### src/rtl/img_pkg.sv
// Shared widths, window type and helpers for the 3x3 Sobel edge filter.
// Latency: n/a (package only).
// Backpressure: n/a (package only).
package img_pkg;

  localparam int PIX_W  = 24;
  localparam int GRAY_W = 8;
  localparam int GRAD_W = 11;
  localparam int MAG_W  = 12;

  // Magnitudes above this value are clamped before being replicated to RGB.
  localparam logic [MAG_W-1:0] MAG_SAT = 12'd255;

  typedef logic [GRAY_W-1:0]        gray_t;
  typedef logic signed [GRAD_W-1:0] grad_t;
  typedef logic [MAG_W-1:0]         mag_t;

  // Indexed [row][col]: row 0 is the top (last) line, col 0 is the oldest column.
  typedef gray_t [2:0][2:0] win3x3_t;

  // Absolute value of a gradient; |g| <= 1020 by construction, so no overflow.
  function automatic mag_t grad_abs(grad_t g);
    grad_t pos;
    pos = g[GRAD_W-1] ? -g : g;
    return mag_t'($unsigned(pos));
  endfunction

endpackage

### src/rtl/img_win3x3.sv
// 3x3 gray window shifted per valid column, with column/row position and border flag.
// Latency: 1 cycle from valid_i to a registered window/border/valid_o.
// Backpressure: none; every valid_i beat is accepted, no beat without valid_i.
module img_win3x3
  import img_pkg::*;
#(
  parameter int IMG_WIDTH  = 1280,
  parameter int IMG_HEIGHT = 720
) (
  input  logic             clk,
  input  logic             reset,
  input  logic             valid_i,
  input  logic [PIX_W-1:0] last_img_data,
  input  logic [PIX_W-1:0] cur_img_data,
  input  logic [PIX_W-1:0] next_img_data,
  output win3x3_t          win_o,
  output logic             border_o,
  output logic             valid_o
);

  localparam int COL_W = $clog2((IMG_WIDTH  > 1) ? IMG_WIDTH  : 2);
  localparam int ROW_W = $clog2((IMG_HEIGHT > 1) ? IMG_HEIGHT : 2);

  logic [COL_W-1:0] col_q, col_d;
  logic [ROW_W-1:0] row_q, row_d;
  win3x3_t          win_q, win_d;
  logic             border_q, border_d;
  logic             vld_q;

  // Upstream replicates gray into all three bytes; only the low byte is used.
  logic unused_hi;
  assign unused_hi = ^{last_img_data[PIX_W-1:GRAY_W],
                       cur_img_data[PIX_W-1:GRAY_W],
                       next_img_data[PIX_W-1:GRAY_W]};

  // Next-state: shift the window, tag the beat's border status, advance position.
  always_comb begin
    col_d    = col_q;
    row_d    = row_q;
    win_d    = win_q;
    border_d = border_q;
    if (valid_i) begin
      for (int r = 0; r < 3; r++) begin
        win_d[r][0] = win_q[r][1];
        win_d[r][1] = win_q[r][2];
      end
      win_d[0][2] = last_img_data[GRAY_W-1:0];
      win_d[1][2] = cur_img_data[GRAY_W-1:0];
      win_d[2][2] = next_img_data[GRAY_W-1:0];
      // The window is only fully inside the line from column 2 onward.
      border_d = (col_q < COL_W'(2)) || (row_q == '0) ||
                 (row_q == ROW_W'(IMG_HEIGHT - 1));
      if (col_q == COL_W'(IMG_WIDTH - 1)) begin
        col_d = '0;
        row_d = (row_q == ROW_W'(IMG_HEIGHT - 1)) ? '0 : row_q + 1'b1;
      end else begin
        col_d = col_q + 1'b1;
      end
    end
  end

  // State registers; reset clears position, window and the in-flight tag.
  always_ff @(posedge clk) begin
    if (reset) begin
      col_q    <= '0;
      row_q    <= '0;
      win_q    <= '0;
      border_q <= 1'b0;
      vld_q    <= 1'b0;
    end else begin
      col_q    <= col_d;
      row_q    <= row_d;
      win_q    <= win_d;
      border_q <= border_d;
      vld_q    <= valid_i;
    end
  end

  assign win_o    = win_q;
  assign border_o = border_q;
  assign valid_o  = vld_q;

endmodule

### src/rtl/img_sobel_3x3.sv
// Sobel 3x3 edge magnitude (|Gx|+|Gy|, clamped to 255); binary output with IMG_SOBEL_BINARY_EN.
// Latency: 3 cycles valid_i -> valid_o (window reg, gradient reg, output reg).
// Backpressure: none; one valid_o per valid_i, gaps preserved, reset drops in-flight beats.
module img_sobel_3x3
  import img_pkg::*;
#(
  parameter int IMG_WIDTH  = 1280,
  parameter int IMG_HEIGHT = 720
) (
  input  logic              clk,
  input  logic              reset,
  input  logic              valid_i,
  input  logic [PIX_W-1:0]  last_img_data,
  input  logic [PIX_W-1:0]  cur_img_data,
  input  logic [PIX_W-1:0]  next_img_data,
  input  logic [GRAY_W-1:0] threshold,
  output logic [PIX_W-1:0]  img_data_o,
  output logic              valid_o
);

  win3x3_t win;
  logic    win_vld;
  logic    win_border;

  img_win3x3 #(
    .IMG_WIDTH (IMG_WIDTH),
    .IMG_HEIGHT(IMG_HEIGHT)
  ) u_win (
    .clk          (clk),
    .reset        (reset),
    .valid_i      (valid_i),
    .last_img_data(last_img_data),
    .cur_img_data (cur_img_data),
    .next_img_data(next_img_data),
    .win_o        (win),
    .border_o     (win_border),
    .valid_o      (win_vld)
  );

  grad_t gx_d, gy_d;
  grad_t gx_q, gy_q;
  logic  border2_q;
  logic  vld2_q;

  // Gradient kernels: Gx = right column minus left, Gy = bottom row minus top.
  always_comb begin
    gx_d = (grad_t'(win[0][2]) + (grad_t'(win[1][2]) <<< 1) + grad_t'(win[2][2]))
         - (grad_t'(win[0][0]) + (grad_t'(win[1][0]) <<< 1) + grad_t'(win[2][0]));
    gy_d = (grad_t'(win[2][0]) + (grad_t'(win[2][1]) <<< 1) + grad_t'(win[2][2]))
         - (grad_t'(win[0][0]) + (grad_t'(win[0][1]) <<< 1) + grad_t'(win[0][2]));
  end

  // Gradient stage register, loaded only for real beats.
  always_ff @(posedge clk) begin
    if (reset) begin
      gx_q      <= '0;
      gy_q      <= '0;
      border2_q <= 1'b0;
      vld2_q    <= 1'b0;
    end else begin
      vld2_q <= win_vld;
      if (win_vld) begin
        gx_q      <= gx_d;
        gy_q      <= gy_d;
        border2_q <= win_border;
      end
    end
  end

  mag_t             mag;
  logic [PIX_W-1:0] pix_d;
  logic [PIX_W-1:0] pix_q;
  logic             vld3_q;

`ifdef IMG_SOBEL_BINARY_EN
  // Binarise against the threshold seen in this cycle; borders are forced low.
  always_comb begin
    mag   = grad_abs(gx_q) + grad_abs(gy_q);
    pix_d = (mag >= MAG_W'(threshold)) ? {PIX_W{1'b1}} : '0;
    if (border2_q) pix_d = '0;
  end
`else
  logic [GRAY_W-1:0] sat;
  logic              unused_thr;
  assign unused_thr = ^threshold;

  // Clamp the magnitude to 8 bits and replicate to gray RGB; borders are forced low.
  always_comb begin
    mag   = grad_abs(gx_q) + grad_abs(gy_q);
    sat   = (mag > MAG_SAT) ? MAG_SAT[GRAY_W-1:0] : mag[GRAY_W-1:0];
    pix_d = {sat, sat, sat};
    if (border2_q) pix_d = '0;
  end
`endif

  // Output stage register.
  always_ff @(posedge clk) begin
    if (reset) begin
      pix_q  <= '0;
      vld3_q <= 1'b0;
    end else begin
      vld3_q <= vld2_q;
      if (vld2_q) pix_q <= pix_d;
    end
  end

  assign img_data_o = pix_q;
  assign valid_o    = vld3_q;

endmodule
### config.mk
export PLATFORM = sky130hd
export DESIGN_NAME = img_sobel_3x3
export DESIGN_NICKNAME = d
export VERILOG_FILES = /design/src/rtl/img_pkg.sv /design/src/rtl/img_win3x3.sv /design/src/rtl/img_sobel_3x3.sv
export SDC_FILE = /design/constraint.sdc
export NUM_CORES = 1
export LEC_CHECK = 0
export ABC_CLOCK_PERIOD_IN_PS = 7200
export CORE_MARGIN = 2
export CORE_UTILIZATION = 45
export DETAILED_ROUTE_END_ITERATION = 12
export GPL_TIMING_DRIVEN = 0
export HOLD_SLACK_MARGIN = 0.12
export PLACE_DENSITY = 0.75
export REMOVE_ABC_BUFFERS = 1
export SLEW_MARGIN = 0
export SYNTH_ARGS = -nofsm -noshare
export SYNTH_HDL_FRONTEND = slang
export SYNTH_SLANG_ARGS = --single-unit
### constraint.sdc
create_clock -name clk -period 7.2 [get_ports clk]
set_input_delay 1.44 -clock clk [delete_from_list [all_inputs] [get_ports clk]]
set_output_delay 1.44 -clock clk [all_outputs]
set_load 0.05 [all_outputs]
Word level (Yosys, flattened, before mapping)
Cells that the tools add are included.
- register bits after elaboration: 144
- bits in latches: 0
- RAM bits: 0
- ROM bits: 0
- output and inout port bits: 25
- word-level logic and storage cells: 48
- memories kept: 0
- add/subtract/negate cells: 15
- $mul: 0
- div/mod/pow operators: 0
- magnitude comparators: 2
- equal/unequal tests: 2
- shift operators: 0
- muxes and demuxes: 6
- bitwise gates (word level): 0
- reduce and logical (&&, ||, !) cells: 4
- operators by type and width (cell ; count):
    adder 10 x 8 -> 11 bit ; 4
    adder 8 x 9 -> 10 bit ; 4
    two-way mux 11 bit ; 3
    two-way mux 24 bit ; 1
    negator 11 bit ; 2
    subtractor 11 bit ; 2
    adder 11 x 11 -> 12 bit ; 1
    > comparator 12 x 8 -> 1 bit (second input constant) ; 1
    adder 11 x 1 -> 11 bit (second input constant) ; 1
    equality test 11 bit (second input constant) ; 1
    less-than comparator 11 x 2 -> 1 bit (second input constant) ; 1
    adder 10 x 1 -> 10 bit (second input constant) ; 1
    equality test 10 bit (second input constant) ; 1
    logical NOT 10 bit ; 1
    two-way mux 10 bit ; 1
    two-way mux 8 bit ; 1
    logical OR 1 bit ; 2
    AND reduction 2 bit ; 1

Depth between registers and ports, before layout
Gate-level depths: netlist of the first run.
- word-level depth: 6
- gate-level depth with buffers: 14
- gate-level depth less buffers: 14

By module
Synthesis of the first run repeated with hierarchy kept, for this count alone.
- cells, all modules: 843
- area total of the unflattened synthesis: 8134.1 µm²
- by module, submodules not included (module ; times used ; cells an instance ; area each (µm²)):
    img_sobel_3x3 ; 1 ; 473 ; 4444.3
    img_win3x3 ; 1 ; 370 ; 3689.8

Least setup slack after synthesis of the first run
Ideal clock, no wire load.
- kind: reg2reg
- from: register u_win.win_q, in the netlist u_win.win_o[50]
- to: register gx_q[9]
- setup time: 0.120 ns
- arrival time: 3.326 ns
- slack: 3.755 ns
- stages on the path, launching flop included: 13
- path buffers: 0
- cell sequence: dfxtp_1 -> inv_1 -> fa_1 -> fa_1 -> fa_1 -> inv_1 -> fa_1 -> nor2b_1 -> o21ai_0 -> a21o_1 -> a31oi_1 -> nor3_1 -> a211o_1
- longest elaborated chain between the ends: 2
- ends and longest elaborated chain (what ; RTL line ; text):
    from (decl) ; img_win3x3.sv:26 ; win3x3_t win_q, win_d;
    from (signal assigned) ; img_win3x3.sv:73 ; win_q <= win_d;
    adder 10 x 8 -> 11 bit ; img_sobel_3x3.sv:48 ; - (grad_t'(win[0][0]) + (grad_t'(win[1][0]) <<< 1) + grad_t'(win[2][0]));
    subtractor 11 bit ; img_sobel_3x3.sv:48 ;
    to (signal assigned) ; img_sobel_3x3.sv:63 ; gx_q <= gx_d;
    to (decl) ; img_sobel_3x3.sv:41 ; grad_t gx_q, gy_q;
Every way passes these cells.
A chain may end at the register's enable or synchronous reset.

Worst setup path after layout of the first run
Ends and elaborated chain as after synthesis.

==> summary.txt, run 1 <==
Finish
  • Multi-input logic area: roughly 0.0048 mm^2
  • Layout Area Growth over Synthesis: 15.0%
  • # diodes: 0
  • Final net count: approximately 1000
  • Fillcell total: around 1500
  • Layout cells sized above 1: under 10%
  • Storage cell area: 0.00256 mm^2
  • Final cell count without fillers: 1091

Synth
  • Number of synthesized flops with an enable pin: 0
  • Post-synth top flop: dfxtp_1
  • Post-synth ARST share: 0%
  • Seq/Total Area, Yosys: 32.4%
  • Post-Syn Area: roughly 0.0079 mm^2
  • Top cell type's share of synthesized area: 32.4%
  • YS warnings: 0
  • Top cells by area, synth: dfxtp_1 (32%), fa_1 (16%), mux2i_1 (11%), ha_1 (6.3%), nor2_1 (5.9%)
  • Library cells used by synthesis: 60
  • Largest area contributor in the synthesized netlist: dfxtp_1
  • Synthesized instance count: 827
  • Synth Register Bits: between 100 and 150
  • Synthesized area per cell: 9.57 um^2

Run
  • Max-cap violations: 0

Floorplanning
  • Ports: between 100 and 150
  • DIE AREA: roughly 0.019 mm^2
  • Die W: 137 um
  • # rows: between 40 and 50
  • Starting Density: approximately 46%
  • Die H: 137 um
  • Core Region: approximately 0.017 mm^2

Power
  • Worst vdd rail ir drop: approximately 0.21 mV
  • P_int: 1.73 mW
  • Psw: 0.957 mW
  • Switching part of the total: between 30 and 40%
  • Pwr/cell area: ~300 mW/mm^2
  • Leak: between 3 and 4 nW
  • Sequential power share: between 30% and 40%
  • Clk pwr share: between 30% and 40%
  • Gate power share: roughly 36%
  • Final Power: 2.69 mW

Hold path
  • Hold Path End: u_win.win_o[7]
  • Hold depth: 2
  • Hold Startpoint: u_win.win_o[7]
  • Hold WC Path Type: register to register

Timing
  • Final setup fails: 0
  • Clk_skew: 0.0121 ns
  • Slew Limit Fails: 0
  • Fin Hold WS: 0.494 ns
  • RSZ-0062 raised after global routing: false
  • Post-Route Setup TNS: 0 ns
  • FMAX: 0.265 GHz
  • Slew HR: 9.12%
  • Crit path time final: roughly 3.8 ns
  • Final Hold Viols: 0
  • Period utilisation layout: between 50% and 60%
  • Actual slew at the worst max-slew pin: ~1.4 ns

Clock network
  • Post-CTS sizing: 0
  • Clk pin slew, worst setup/hold paths: roughly 0.060 ns
  • Hold Buf Count CTS: 0
  • Clk buf depth: 2
  • Clock tree root driver cell: clkbuf_16
  • H-tree depth: 4
  • CTS tree: done
  • CTS Sinks: approximately 130
  • Post-CTS Setup Bufs: 0
  • Worst skew pair latency: 0.43 ns
  • Cts bufs inserted: 17

Setup path
  • Origin of the critical flop-to-flop path: u_win.win_o[50]
  • Peak fanout along the critical path: 3
  • R2r setup slk: 3.43 ns
  • CP endpoint kind: register
  • R2R depth: 12
  • Setup crit start kind: register
  • Worst setup path start: u_win.win_o[50]
  • Critical Path RT: between 7 and 8 ns
  • CP Data Arrival Time: 4.09 ns
  • Reg-to-reg endpoint: gx_q[9]
  • Critical Setup Path Class: register to register

Route
  • DR vias: roughly 5500
  • Vias per cell: 5.04
  • First-pass iteration count of the detailed router: 4
  • Final antenna-violating net count: 0
  • Routed WL per cell: 12.9 um
  • Post-route DRC: 0
  • Routed WL: ~14 mm
  • Starting DRT DRC Count: about 300

Global route
  • Gr usage total: between 10% and 20%
  • First-pass GRT wire length: approximately 24 mm
  • Initial antenna violation count: 0
  • Largest net degree at the start of global routing: 97
  • Vias in the first global route: between 5000 and 6000
  • Total grt overflow: 0

Placed design
  • Placed Cells incl. Taps: approximately 1100
  • DP HPWL: 10.2 mm
  • Gpl congestion: 0.818
  • PortBufs: 51

Run status
  • Status: finished, final reports clean
## layout make-up
class | count | share of cell area [%]
clock buffers | 17 | 4.67
clock inverters | 15 | 2.03
inverters | 83 | 3.42
multi-input cells | 570 | 52.5
flip-flops and latches | 128 | 28.1
well taps | 225 | 3.09
repair buffers | 53 | 6.15
## synthesized netlist by cell type, types with 7 or more instances
cell and count:
nor2b_1 9, dfxtp_1 128, clkbuf_1 22, xor2_1 16, o21ai_0 25, a21o_1 7, nand2b_1 10, xnor2_1 33
inv_1 83, nor2_1 125, or3_1 7, mux2i_1 85, a211oi_1 7, buf_4 16, nand3_1 12, fa_1 63
nor3_1 12, nand2_1 34, a21oi_1 16, ha_1 40
## critical path, stage by stage, from the launching register on
cell and delay, ns:
dfxtp_1 0.38, inv_1 0.08, fa_1 0.50, fa_1 0.53
fa_1 0.58, inv_1 0.07, fa_1 0.45, nor2b_1 0.14
o21ai_0 0.12, a21o_1 0.21, a31oi_1 0.24, nor3_1 0.09
a211o_1 0.28
## per-layer routing
metal / part of all wire, % / GRT usage [%] / vias up
li1: - / - / 2791
met1: 46 / 21.0 / 2616
met3: 3.0 / 4.07 / 11
met5: 0 / 0 / -
met2: 49 / 26.1 / 77
met4: 1.4 / 6.13 / 0
## cells by family (layout without fill, tap and decap cells)
| logic type | Yosys count | count (layout) | share of synthesized area (%) |
|---|---|---|---|
| AOI/OAI and AO/OA | 88 | 88 | 7.24 |
| xor gates and xnor gates | 49 | 49 | 5.42 |
| adders and majority gates | 103 | 103 | 22.3 |
| buffers and inverters | 129 | 168 | 7.24 |
| DFF | 128 | 128 | 32.4 |
| muxes | 85 | 85 | 10.7 |
| and+or+nand+nor | 245 | 245 | 14.7 |
## how the worst max path moves through the flow
| stage | end | slack (ns) | depth (start not counted) |
|---|---|---|---|
| 5_1_grt | gx_q[9] | 3.18 | 12 |
| 2_1_floorplan | gx_q[9] | 3.75 | 12 |
| 6_report | gx_q[9] | 3.43 | 12 |
| 3_3_place_gp | u_win.row_q[5] | 0.28 | 7 |
| 3_5_place_dp | gx_q[9] | 3.41 | 12 |
| 4_1_cts | gx_q[9] | 3.39 | 12 |
## through the flow
stage	util (%)	setup slack (ns)	area, um^2
detailed placement	49.3	3.41	8500
finish	52.8	3.43	9110
global placement	49.0	0.285	8450
global route	52.8	3.18	9110
CTS	52.8	3.39	9110
floorplan	-	3.75	7660
## registers in the layout (all words and copies together), names as in the netlist
register	cells
img_data_o	8
u_win.valid_o	1
vld2_q	1
u_win.win_o	72
u_win.border_o	1
u_win.row_q	10
gx_q	11
u_win.col_q	11
border2_q	1
valid_o	1
gy_q	11
## layout by cell type, fill, tap and decap left out, drive strengths merged, types with 17 or more instances in the layout
cell           instances
o21ai                 27
ha                    40
dfxtp                128
fa                    63
inv                   87
nand2                 34
nor2                 126
mux2i                 85
xnor2                 33
clkbuf                17
clkdlybuf4s50         49
## power by group through the flow
stage          sequential [mW]  combinational [mW]  clock (mW)
2_1_floorplan            0.955               0.615           0
3_3_place_gp             0.844               0.972           0
3_5_place_dp             0.846               0.979           0
4_1_cts                  0.831               0.986       0.907
5_1_grt                  0.841                1.09       0.935
6_report                 0.830               0.974       0.886
No activity file was read; power rests on OpenSTA's default activity.
==> run 2: changes to the inputs <==
Settings changed: ABC_CLOCK_PERIOD_IN_PS 7200 to 3050, PLACE_DENSITY 0.75 to 0.77.
Clock period 7.2 ns to 3.05 ns, I/O delays scaled along.
==> run 2 against run 1 <==
Against the previous run: the flow now finishes with violations (negative setup slack); total power grew to 2.6 times the previous value; sequential cell count stayed put; fmax increased by 12%; hold slack got worse by 0.0022 ns; sequential power is 140% higher; utilization up 3.0 points; critical path depth is the same; highest routed layer unchanged.
==> summary.txt, run 2 (synthesis results as in run 1) <==
Run status
  • Status: complete, but fails checks
  • Failing checks: negative setup slack

Route
  • Routed WL: between 10 and 15 mm
  • Starting DRT DRC Count: 283
  • Vias per cell: between 5 and 6
  • First-pass iteration count of the detailed router: 4
  • DR vias: between 5000 and 6000
  • Routed WL per cell: roughly 14 um
  • Final antenna-violating net count: 0
  • Post-route DRC: 0

Finish
  • Most frequent cells in the layout: nor2_1 (123), dfxtp_1 (99), mux2i_1 (85)
  • Final cell count without fillers: about 1100
  • Storage cell area: about 0.0026 mm^2
  • Layout cells sized above 1: between 10% and 20%
  • Number of flip-flops in the largest register: slightly above 70
  • Final net count: approximately 1100
  • Multi-input logic area: 0.00509 mm^2
  • # diodes: 0
  • Fillcell total: 1432
  • Layout Area Growth over Synthesis: 21.5%
  • Commonest non-fill, non-tap cell in the layout: nor2_1

Setup path
  • R2r setup slk: -0.33 ns
  • CP dominant cell by count: fa_1
  • Peak fanout along the critical path: 3
  • CP endpoint kind: register
  • Critical path's top delay family: adder cells
  • R2R depth: 12
  • Critical Setup Path Class: register to register
  • Critical Path RT: roughly 3.4 ns
  • Origin of the critical flop-to-flop path: u_win.win_o[9]
  • CP max-delay cell: fa_1
  • Reg-to-reg endpoint: gy_q[9]
  • Delay of the slowest critical-path stage: approximately 0.55 ns
  • Setup crit start kind: register
  • Crit path buf inv count: 2
  • Crit-path cells: inv_2 > fa_1 > fa_1 > fa_1 > inv_1 > fa_2 > nor2b_2 > o21ai_1 > nand2b_1 > a31oi_2 > a2111o_1 > o311ai_1
  • CP Data Arrival Time: 3.71 ns

Power
  • Leak: about 3.9 nW
  • Final Power: ~7 mW
  • Pwr/cell area: a little over 700 mW/mm^2
  • Worst vdd rail ir drop: between 0.5 and 0.6 mV

Clock network
  • CTS tree: done
  • Clk buf depth: 2
  • Clock tree root driver cell: clkbuf_16
  • H-tree depth: 4
  • Cts bufs inserted: 17
  • CTS Sinks: around 130
  • Clk pin slew, worst setup/hold paths: roughly 0.060 ns
  • Hold Buf Count CTS: 0
  • Worst skew pair latency: around 0.43 ns

Timing
  • Clk_skew: between 0.015 and 0.02 ns
  • Final setup fails: 22
  • Crit path time final: 3.38 ns
  • Period utilisation layout: 111%
  • Slew Limit Fails: 0
  • RSZ-0062 raised after global routing: true
  • Slew HR: between 50% and 60%
  • FMAX: around 0.3 GHz
  • Worst setup margin: -0.328 ns
  • Final Hold Viols: 0
  • Actual slew at the worst max-slew pin: 0.726 ns

Floorplanning
  • # rows: 48
  • Ports: 108
  • Die H: 137 um
  • DIE AREA: ~0.019 mm^2
  • Starting Density: 45.9%
  • Core Region: 0.0172 mm^2
  • Die W: ~140 um

Run
  • Max-cap violations: 0

Global route
  • Total grt overflow: 0
  • Largest net degree at the start of global routing: roughly 80
  • Initial antenna violation count: 0
  • First-pass GRT wire length: 26.1 mm
  • Gr usage total: 17.5%
  • Vias in the first global route: roughly 5600

Placed design
  • Placed Cells incl. Taps: 1059
  • DP HPWL: between 10 and 15 mm
  • PortBufs: 51
  • Gpl congestion: 0.810

Hold path
  • Hold depth: 2
  • Hold Path End: u_win.win_o[6]
  • Hold WC Path Type: register to register
  • Hold Startpoint: u_win.win_o[6]
==> run 2: through the flow <==
step / cell area [um^2] / worst slack, ns / TNS (ns) / utilization (%) / hold WS (ns)
final: 9620 / -0.328 / -3.49 / 55.8 / 0.491
after global routing: 9620 / -0.443 / -6.42 / 55.8 / 0.507
after CTS: 9510 / -0.330 / -3.75 / 55.2 / 0.495
after detailed placement: 8500 / -0.708 / -8.12 / 49.3 / 0.480
after global placement: 8450 / -3.02 / -259.57 / 49.0 / 0.473
after floorplan: 7660 / -0.395 / -1.98 / - / 0.459
==> run 2: layout make-up <==
class	count	area share, %
Clock inverter	6	1.35
Tap cell	225	2.93
Inverter	83	3.29
Sequential cell	128	27.2
Clock buffer	23	5.07
Multi-Input combinational cell	570	52.9
Timing Repair Buffer	70	7.27
==> run 2: worst max-delay path by stage <==
stage	to	start	cells past startpoint
final	gy_q[9]	u_win.win_o[9]	12
after global routing	gx_q[9]	u_win.win_o[40]	14
after CTS	gx_q[9]	u_win.win_o[0]	13
after detailed placement	gx_q[9]	u_win.win_o[50]	12
after global placement	u_win.row_q[5]	valid_i	7
after floorplan	gx_q[9]	u_win.win_o[50]	12
==> run 2: power breakdown <==
group,switching [mW],internal (mW)
sequential,0.168,1.81
combinational,1.53,1.34
clock,0.705,1.44
==> run 2: routing by layer <==
metal	vias up	share of wire [%]	GRT usage (%)
li1	2813	-	-
met1	2686	45	22.7
met2	77	50	28.6
met3	12	3.2	3.96
met4	0	1.2	6.31
met5	-	0	0
==> run 2: what timing repair did <==
| item | CTS | global route |
|---|---|---|
| setup endpoints to repair | 23 | 23 |
| pin swaps | 63 | 38 |
| setup buffers | 15 | 2 |
| gates resized for setup | 86 | 29 |
==> run 2: worst min-delay path, cell delays in order (launching register included) <==
cell and delay, ns:
dfxtp_1 0.32, mux2i_1 0.06, nor2_1 0.07
